===== config.mk =====
export PLATFORM = sky130hd
export DESIGN_NAME = npu_mem_arbiter
export DESIGN_NICKNAME = d
export VERILOG_FILES = /design/src/rtl/npu_mem_arbiter.sv
export SDC_FILE = /design/constraint.sdc
export NUM_CORES = 1
export LEC_CHECK = 0
export BUFFER_PORTS_ARGS = -buffer_cell sky130_fd_sc_hd__buf_4
export CAP_MARGIN = 10
export CORE_AREA = 2 2 171 106
export CTS_CLUSTER_SIZE = 10
export DETAILED_ROUTE_END_ITERATION = 8
export DIE_AREA = 0 0 173 108
export PLACE_DENSITY = 0.77
export SLEW_MARGIN = 20
export SYNTH_ARGS = -nofsm -noshare
export SYNTH_HDL_FRONTEND = slang
export SYNTH_SLANG_ARGS = --single-unit

===== constraint.sdc =====
create_clock -name clk -period 7.6 [get_ports clk]
set_input_delay 1.14 -clock clk [delete_from_list [all_inputs] [get_ports clk]]
set_output_delay 1.14 -clock clk [all_outputs]
set_load 0.01 [all_outputs]

===== src/rtl/npu_mem_arbiter.sv =====
// rtl/npu_mem_arbiter.sv - 2:1 round-robin arbiter for the native memory bus with a BUSY watchdog
module npu_mem_arbiter #(
    parameter int unsigned ADDR_WIDTH = 32,
    parameter int unsigned DATA_WIDTH = 32,
    parameter int unsigned TIMEOUT_CYCLES = 1024,
    parameter logic [DATA_WIDTH-1:0] ERR_RDATA = 32'hDEAD_BEEF
) (
    input  logic                    clk,
    input  logic                    rst,

    input  logic                    s0_mem_valid,
    output logic                    s0_mem_ready,
    input  logic [ADDR_WIDTH-1:0]   s0_mem_addr,
    input  logic [DATA_WIDTH-1:0]   s0_mem_wdata,
    input  logic [DATA_WIDTH/8-1:0] s0_mem_wstrb,
    output logic [DATA_WIDTH-1:0]   s0_mem_rdata,

    input  logic                    s1_mem_valid,
    output logic                    s1_mem_ready,
    input  logic [ADDR_WIDTH-1:0]   s1_mem_addr,
    input  logic [DATA_WIDTH-1:0]   s1_mem_wdata,
    input  logic [DATA_WIDTH/8-1:0] s1_mem_wstrb,
    output logic [DATA_WIDTH-1:0]   s1_mem_rdata,

    output logic                    m_mem_valid,
    input  logic                    m_mem_ready,
    output logic [ADDR_WIDTH-1:0]   m_mem_addr,
    output logic [DATA_WIDTH-1:0]   m_mem_wdata,
    output logic [DATA_WIDTH/8-1:0] m_mem_wstrb,
    input  logic [DATA_WIDTH-1:0]   m_mem_rdata,

    output logic                    grant_id,
    output logic                    timeout_pulse,
    output logic [7:0]              timeout_count
);
    localparam bit          WD_EN   = (TIMEOUT_CYCLES != 0);
    localparam logic [31:0] WD_LAST = 32'(TIMEOUT_CYCLES - 1);

    typedef enum logic [1:0] {IDLE, BUSY, RESP} state_t;

    state_t                  state;
    logic                    last_winner;
    logic [31:0]             wdog;
    logic                    pick1;
    logic                    expire;
    logic [DATA_WIDTH-1:0]   done_data;

    // On a tie the requester that was not granted last wins.
    always_comb begin
        pick1     = s1_mem_valid && (!s0_mem_valid || !last_winner);
        expire    = WD_EN && (wdog == WD_LAST);
        done_data = m_mem_ready ? m_mem_rdata : ERR_RDATA;
    end

    always_ff @(posedge clk or posedge rst) begin
        if (rst) begin
            state         <= IDLE;
            last_winner   <= 1'b1;
            wdog          <= '0;
            grant_id      <= 1'b0;
            m_mem_valid   <= 1'b0;
            m_mem_addr    <= '0;
            m_mem_wdata   <= '0;
            m_mem_wstrb   <= '0;
            s0_mem_ready  <= 1'b0;
            s1_mem_ready  <= 1'b0;
            s0_mem_rdata  <= '0;
            s1_mem_rdata  <= '0;
            timeout_pulse <= 1'b0;
            timeout_count <= '0;
        end else begin
            s0_mem_ready  <= 1'b0;
            s1_mem_ready  <= 1'b0;
            s0_mem_rdata  <= '0;
            s1_mem_rdata  <= '0;
            timeout_pulse <= 1'b0;
            case (state)
                IDLE: begin
                    if (s0_mem_valid || s1_mem_valid) begin
                        m_mem_valid <= 1'b1;
                        m_mem_addr  <= pick1 ? s1_mem_addr  : s0_mem_addr;
                        m_mem_wdata <= pick1 ? s1_mem_wdata : s0_mem_wdata;
                        m_mem_wstrb <= pick1 ? s1_mem_wstrb : s0_mem_wstrb;
                        grant_id    <= pick1;
                        last_winner <= pick1;
                        wdog        <= '0;
                        state       <= BUSY;
                    end
                end
                BUSY: begin
                    // A ready arriving in the expiry cycle takes precedence over the watchdog.
                    if (m_mem_ready || expire) begin
                        m_mem_valid <= 1'b0;
                        state       <= RESP;
                        if (grant_id) begin
                            s1_mem_ready <= 1'b1;
                            s1_mem_rdata <= done_data;
                        end else begin
                            s0_mem_ready <= 1'b1;
                            s0_mem_rdata <= done_data;
                        end
                        if (!m_mem_ready) begin
                            timeout_pulse <= 1'b1;
                            if (timeout_count != 8'hFF)
                                timeout_count <= timeout_count + 8'd1;
                        end
                    end else begin
                        wdog <= wdog + 32'd1;
                    end
                end
                RESP: begin
                    wdog  <= '0;
                    state <= IDLE;
                end
                default: state <= IDLE;
            endcase
        end
    end
endmodule

=== Word level (Yosys, flattened, before mapping) ===
Index checks and enable logic that the tools add are counted.

* $add $sub $neg: 2
* Equal/unequal tests: 7
* Multiplexer cells: 28
* Bitwise logic cells: 1
* Reductions and logical operators: 14

{| class="wikitable"
|+ Operators with widths
! kind !! count
|-
| two-way mux 32 bit || 11
|-
| case mux 32 bit (3 select lines) || 1
|-
| adder 32 x 1 -> 32 bit, second input constant || 1
|-
| equality test 32 x 10 -> 1 bit, second input constant || 1
|-
| two-way mux 1 bit || 11
|-
| adder 8 x 1 -> 8 bit, second input constant || 1
|-
| inequality test 8 bit, second input constant || 1
|-
| inequality test 2 bit, second input constant || 3
|-
| AND reduction 3 bit || 2
|-
| two-way mux 2 bit || 2
|-
| two-way mux 4 bit || 1
|-
| case mux 2 bit (2 select lines) || 1
|-
| AND reduction 2 bit || 2
|-
| AND reduction 4 bit || 1
|-
| logical OR 1 bit || 3
|-
| nonzero test 3 bit || 1
|-
| equality test 2 x 1 -> 1 bit, second input constant || 1
|-
| equality test 2 bit, second input constant || 1
|-
| zero test 1 bit || 2
|-
| zero test 2 bit || 1
|-
| case mux 1 bit (2 select lines) || 1
|-
| nonzero test 2 bit || 1
|-
| logical AND 1 bit || 1
|-
| inverter 1 bit || 1
|}

* Register bits after elaboration: 180
* Input bits: 173
* Output and inout port bits: 145
* Logic and storage cells: 66

=== Longest topological paths before layout ===
* Depth after elaboration: 4
* Depth in mapped cells: 8
* Depth with buffers taken out: 6

=== Worst setup path after synthesis ===
Ideal clock, no wire load.

* Kind: input-to-reg
* From: input m_mem_ready
* To: register timeout_count[7]
* Library setup time: 0.125 ns
* Arrival: 2.342 ns
* Data required time: 7.475 ns
* Setup slack: 5.133 ns
* Stages on the path: 5
* Path buffers: 1
* Cells stage by stage: buf_2 -> nor2_2 -> nand4_4 -> nor4_1 -> mux2_2

* Longest elaborated chain between the ends: 2
* Elaborated cells on any way between the ends: 3
* Classes of those cells: bitwise (1); reduce/logical (2)

{| class="wikitable"
|+ RTL lines
! item !! line !! source
|-
| start: declaration || 26 || <nowiki>input logic m_mem_ready,</nowiki>
|-
| logical OR 1 bit / inverter 1 bit (equally long branches) || -- ||
|-
| AND reduction 4 bit (no line) (*) || -- ||
|-
| end signal: assignment || 105 || <nowiki>timeout_count <= timeout_count + 8'd1;</nowiki>
|-
| end: declaration || 34 || <nowiki>output logic [7:0] timeout_count</nowiki>
|}

Every way passes the cells marked *; elsewhere a longest branch is shown, timed or not.
A chain may end at the register's enable or synchronous reset.

=== Worst setup path after layout ===
* From: register state[1]
* To: register wdog[25]

* Longest elaborated chain between the ends: 3
* Elaborated cells on any way between the ends: 8
* Classes of those cells: eq/ne (4); mux (1); reduce/logical (3)

{| class="wikitable"
|+ RTL lines
! item !! line !! source
|-
| start: declaration || 41 || <nowiki>state_t state;</nowiki>
|-
| start signal: assignment || 57 || <nowiki>state <= IDLE;</nowiki>
|-
| start signal: assignment || 87 || <nowiki>state <= BUSY;</nowiki>
|-
| start signal: assignment || 94 || <nowiki>state <= RESP;</nowiki>
|-
| equality test 2 x 1 -> 1 bit (tied with other cells) || 77 || <nowiki>case (state)</nowiki>
|-
| inequality test 2 bit (no line) / nonzero test 3 bit (equally long branches) || -- ||
|-
| AND reduction 3 bit (no line) || -- ||
|-
| end signal: assignment || 108 || <nowiki>wdog <= wdog + 32'd1;</nowiki>
|-
| end: declaration || 43 || <nowiki>logic [31:0] wdog;</nowiki>
|}

Parallel ways exist; a longest one is shown, timed or not.

==> results.toml <==
[layout]
multi_input_area_sq_um = 3180
fillers = 1393
insertedDiodeCount = 0
layout_commonest_cell = "sky130_fd_sc_hd__buf_4"
final_cells = 1295
sequential_cell_area_sq_um = 4510
finalInstanceArea_sq_um = 11000
final_cell_mix = "322 x sky130_fd_sc_hd__buf_4, 179 x sky130_fd_sc_hd__dfrtp_1, 100 x sky130_fd_sc_hd__nand2_1"
post-route-util_pct = 65.2
drive_gt1_share_pct = 35.8
nNetsFinal = 1223
layout_overhead_on_the_synthesized_area_pct = 39.4

[logic_synthesis]
synth_simple_gate_area_share_pct = 18.0
ys_seq_area_share_pct = 56.9
synth_seq_cells = 180
dominant_combinational_cell_family_by_area_after_synthesis = "simple AND/OR/NAND/NOR gates"
syn_avg_cell_area_sq_um = 10.5
area_fraction_in_compound_gates_after_synthesis_pct = 11.5
netlist.area_leader.share_pct = 56.5
synth-main-ff-cell = "sky130_fd_sc_hd__dfrtp_1"
synthTopCellsByArea = "sky130_fd_sc_hd__dfrtp_1 57%, sky130_fd_sc_hd__mux2i_1 9.2%, sky130_fd_sc_hd__o21ai_0 4.9%"
gate_count_after_technology_mapping = 753
post_synth_mux_area_share_pct = 9.51
mappedNetlistArea_sq_um = 7920
synth-xor-area-share_pct = 0.553
synth.lib_cells_used.distinct = 58
synth-warning-count = 0
synthAdderAreaFrac_pct = 0.316
synth.net_count = 928
synth_enable_flop_cells = 0
synth_largest_area_cell = "sky130_fd_sc_hd__dfrtp_1"
async_flop_share_pct = 100

[cts]
cts_buffer_depth = 2
ctsHoldBuffers = 0
post_cts.resized_instances = 0
tritoncts.num_buffers = 17
cts_tree = "done"
clock_latency_ps = 430
post-cts-setup-buffers = 0
clkSlewWorstSetupHoldPaths_ps = 70
max_h_tree_level = 4
tritoncts_num_sinks = 180
cts_root_buf = "sky130_fd_sc_hd__clkbuf_16"

[sta]
worstMarginPinSlew_ps = 1060
fin_crit_sh_pct = 41.8
rsz0062_at_grt = "false"
timing_max_transition_violations_final = 0
finalClockSkew_ps = 21.0
final-setup-viol-count = 0
achievable-frequency_mhz = 315
layout_min_cycle_time_ps = 3180
timing.final.ws_setup_ps = 4420
fin_setup_tns_ps = 0
final_hold_viol_count = 0
whs_ps = 483
slew-limit-headroom_pct = 29.1

[routing]
drt-vias-per-instance = 5.26
drt_wl_total_um = 23100
route.vias.total = 6811
antenna_violating_nets_post_route = 0
drc_errors = 0
first_pass_iters = 5
initialDrtViolationCount = 600
routedWlPerCell_um = 17.8

[worst_hold_path]
holdPathStages = 2
timing.hold.worst.class = "reg2reg"
timing.hold.worst.start = "m_mem_addr[27]"
min_delay_worst_endpoint = "m_mem_addr[27]"

[global_route]
overflow_left_after_global_routing = 0
number_of_antenna_violations_at_the_first_check_in_global_routing = 0
grt_start_max_net_pins = 137
grt_pass1_vias = 6600
groute.layer.met2.usage_pct = 39.7
grt_usage_pct = 24.6
groute.layer.met1.usage_pct = 33.2
globalRoute.busiestLayer = "met2"
global_route.usage.met3_pct = 6.43
first_pass_grt_wire_length_um = 35800

[floorplan]
floorplan.initialDensity_pct = 46.8
core_sq_um = 16900
die_h_um = 108
io_pins = 318
core.rowCount = 37
die_width_um = 173
dieArea_sq_um = 18700

[setup_path]
arrival_ps = 3460
worstRegToRegCells = 6
cp-end-kind = "flop"
cp-start-kind = "flop"
reg2reg_to = "wdog[25]"
regToRegStartpoint = "state[1]"
crit_required_ps = 7880
path_class = "reg2reg"
regToRegSetupSlack_ps = 4420
path_max_fanout = 20

[pwr]
total_power_per_unit_cell_area_nw_per_um2 = 315
vdd.ir_drop.worst_mv = 0.166
totalPowerFinal_mw = 3.48
leakagePower_nw = 5.54

[place]
pre_cts_slack_ps = 4270
gpl.final_weighted_congestion = 0.918
port_buffers = 317
dp_hpwl_um = 17000
detailed_place.area_sq_um = 10400
placed_cells = 1263

[run]
max_cap_violations = 0

[outcome]
outcome = "complete, no violations"
-- critical path, cell delays in order, from the launching register on --
cell and delay (ps):
sky130_fd_sc_hd__dfrtp_1 410, sky130_fd_sc_hd__nand2b_1 580, sky130_fd_sc_hd__nor2_2 900, sky130_fd_sc_hd__nor2_1 410, sky130_fd_sc_hd__buf_4 300, sky130_fd_sc_hd__o31ai_1 320
sky130_fd_sc_hd__o31ai_1 120
-- state kept, by name, indices dropped and copies added, names as in the netlist, 2 cells and up --
signal / cells
m_mem_addr: 32
m_mem_wdata: 32
m_mem_wstrb: 4
s0_mem_rdata: 32
s1_mem_rdata: 32
state: 2
timeout_count: 8
wdog: 32
-- how the worst max path moves through the flow --
stage,to,depth (start not counted),startpoint
after floorplan,grant_id,1,rst
after global placement,wdog[30],6,m_mem_ready
after detailed placement,wdog[25],6,m_mem_ready
after CTS,wdog[25],6,state[1]
after global routing,wdog[26],6,state[1]
final,wdog[25],6,state[1]
-- where the power goes --
part,internal [mW],switching [mW],leakage (nW),total (mW)
clock network,0.478,0.427,0.297,0.905
registers,1.21,0.146,2.37,1.36
logic,0.547,0.672,2.88,1.22
-- routing by layer --
metal / wire, um / share of wire, %
met5: 0 / 0
met4: 247 / 1.1
met3: 1940 / 8.4
met2: 11000 / 48
met1: 9840 / 43
-- cells by family (layout without fill, tap and decap cells) --
kind of cell | count (synthesis) | after routing
simple gates | 288 | 288
buf+inv | 54 | 362
fa+ha+maj | 2 | 2
xor+xnor | 5 | 5
mux | 75 | 75
flops | 180 | 180
compound gates | 149 | 149
-- Yosys cell counts, drive strengths merged (12+ instances only) --
library cell,n
nand2,100
clkbuf,27
nor4,12
o31ai,24
nor2,82
a31oi,17
buf,21
nor2b,25
nand3,23
dfrtp,179
mux2i,73
o21ai,81
-- final cells by class --
cell class,instances,share of cell area (%)
clock buffer,18,3.88
timing repair buffer,324,22.1
multi-input combinational,519,28.8
sequential,180,40.8
clock inverter,14,1.60
inverter,6,0.249
tap,234,2.65
Note: power is estimated with default switching activity, not from simulation.
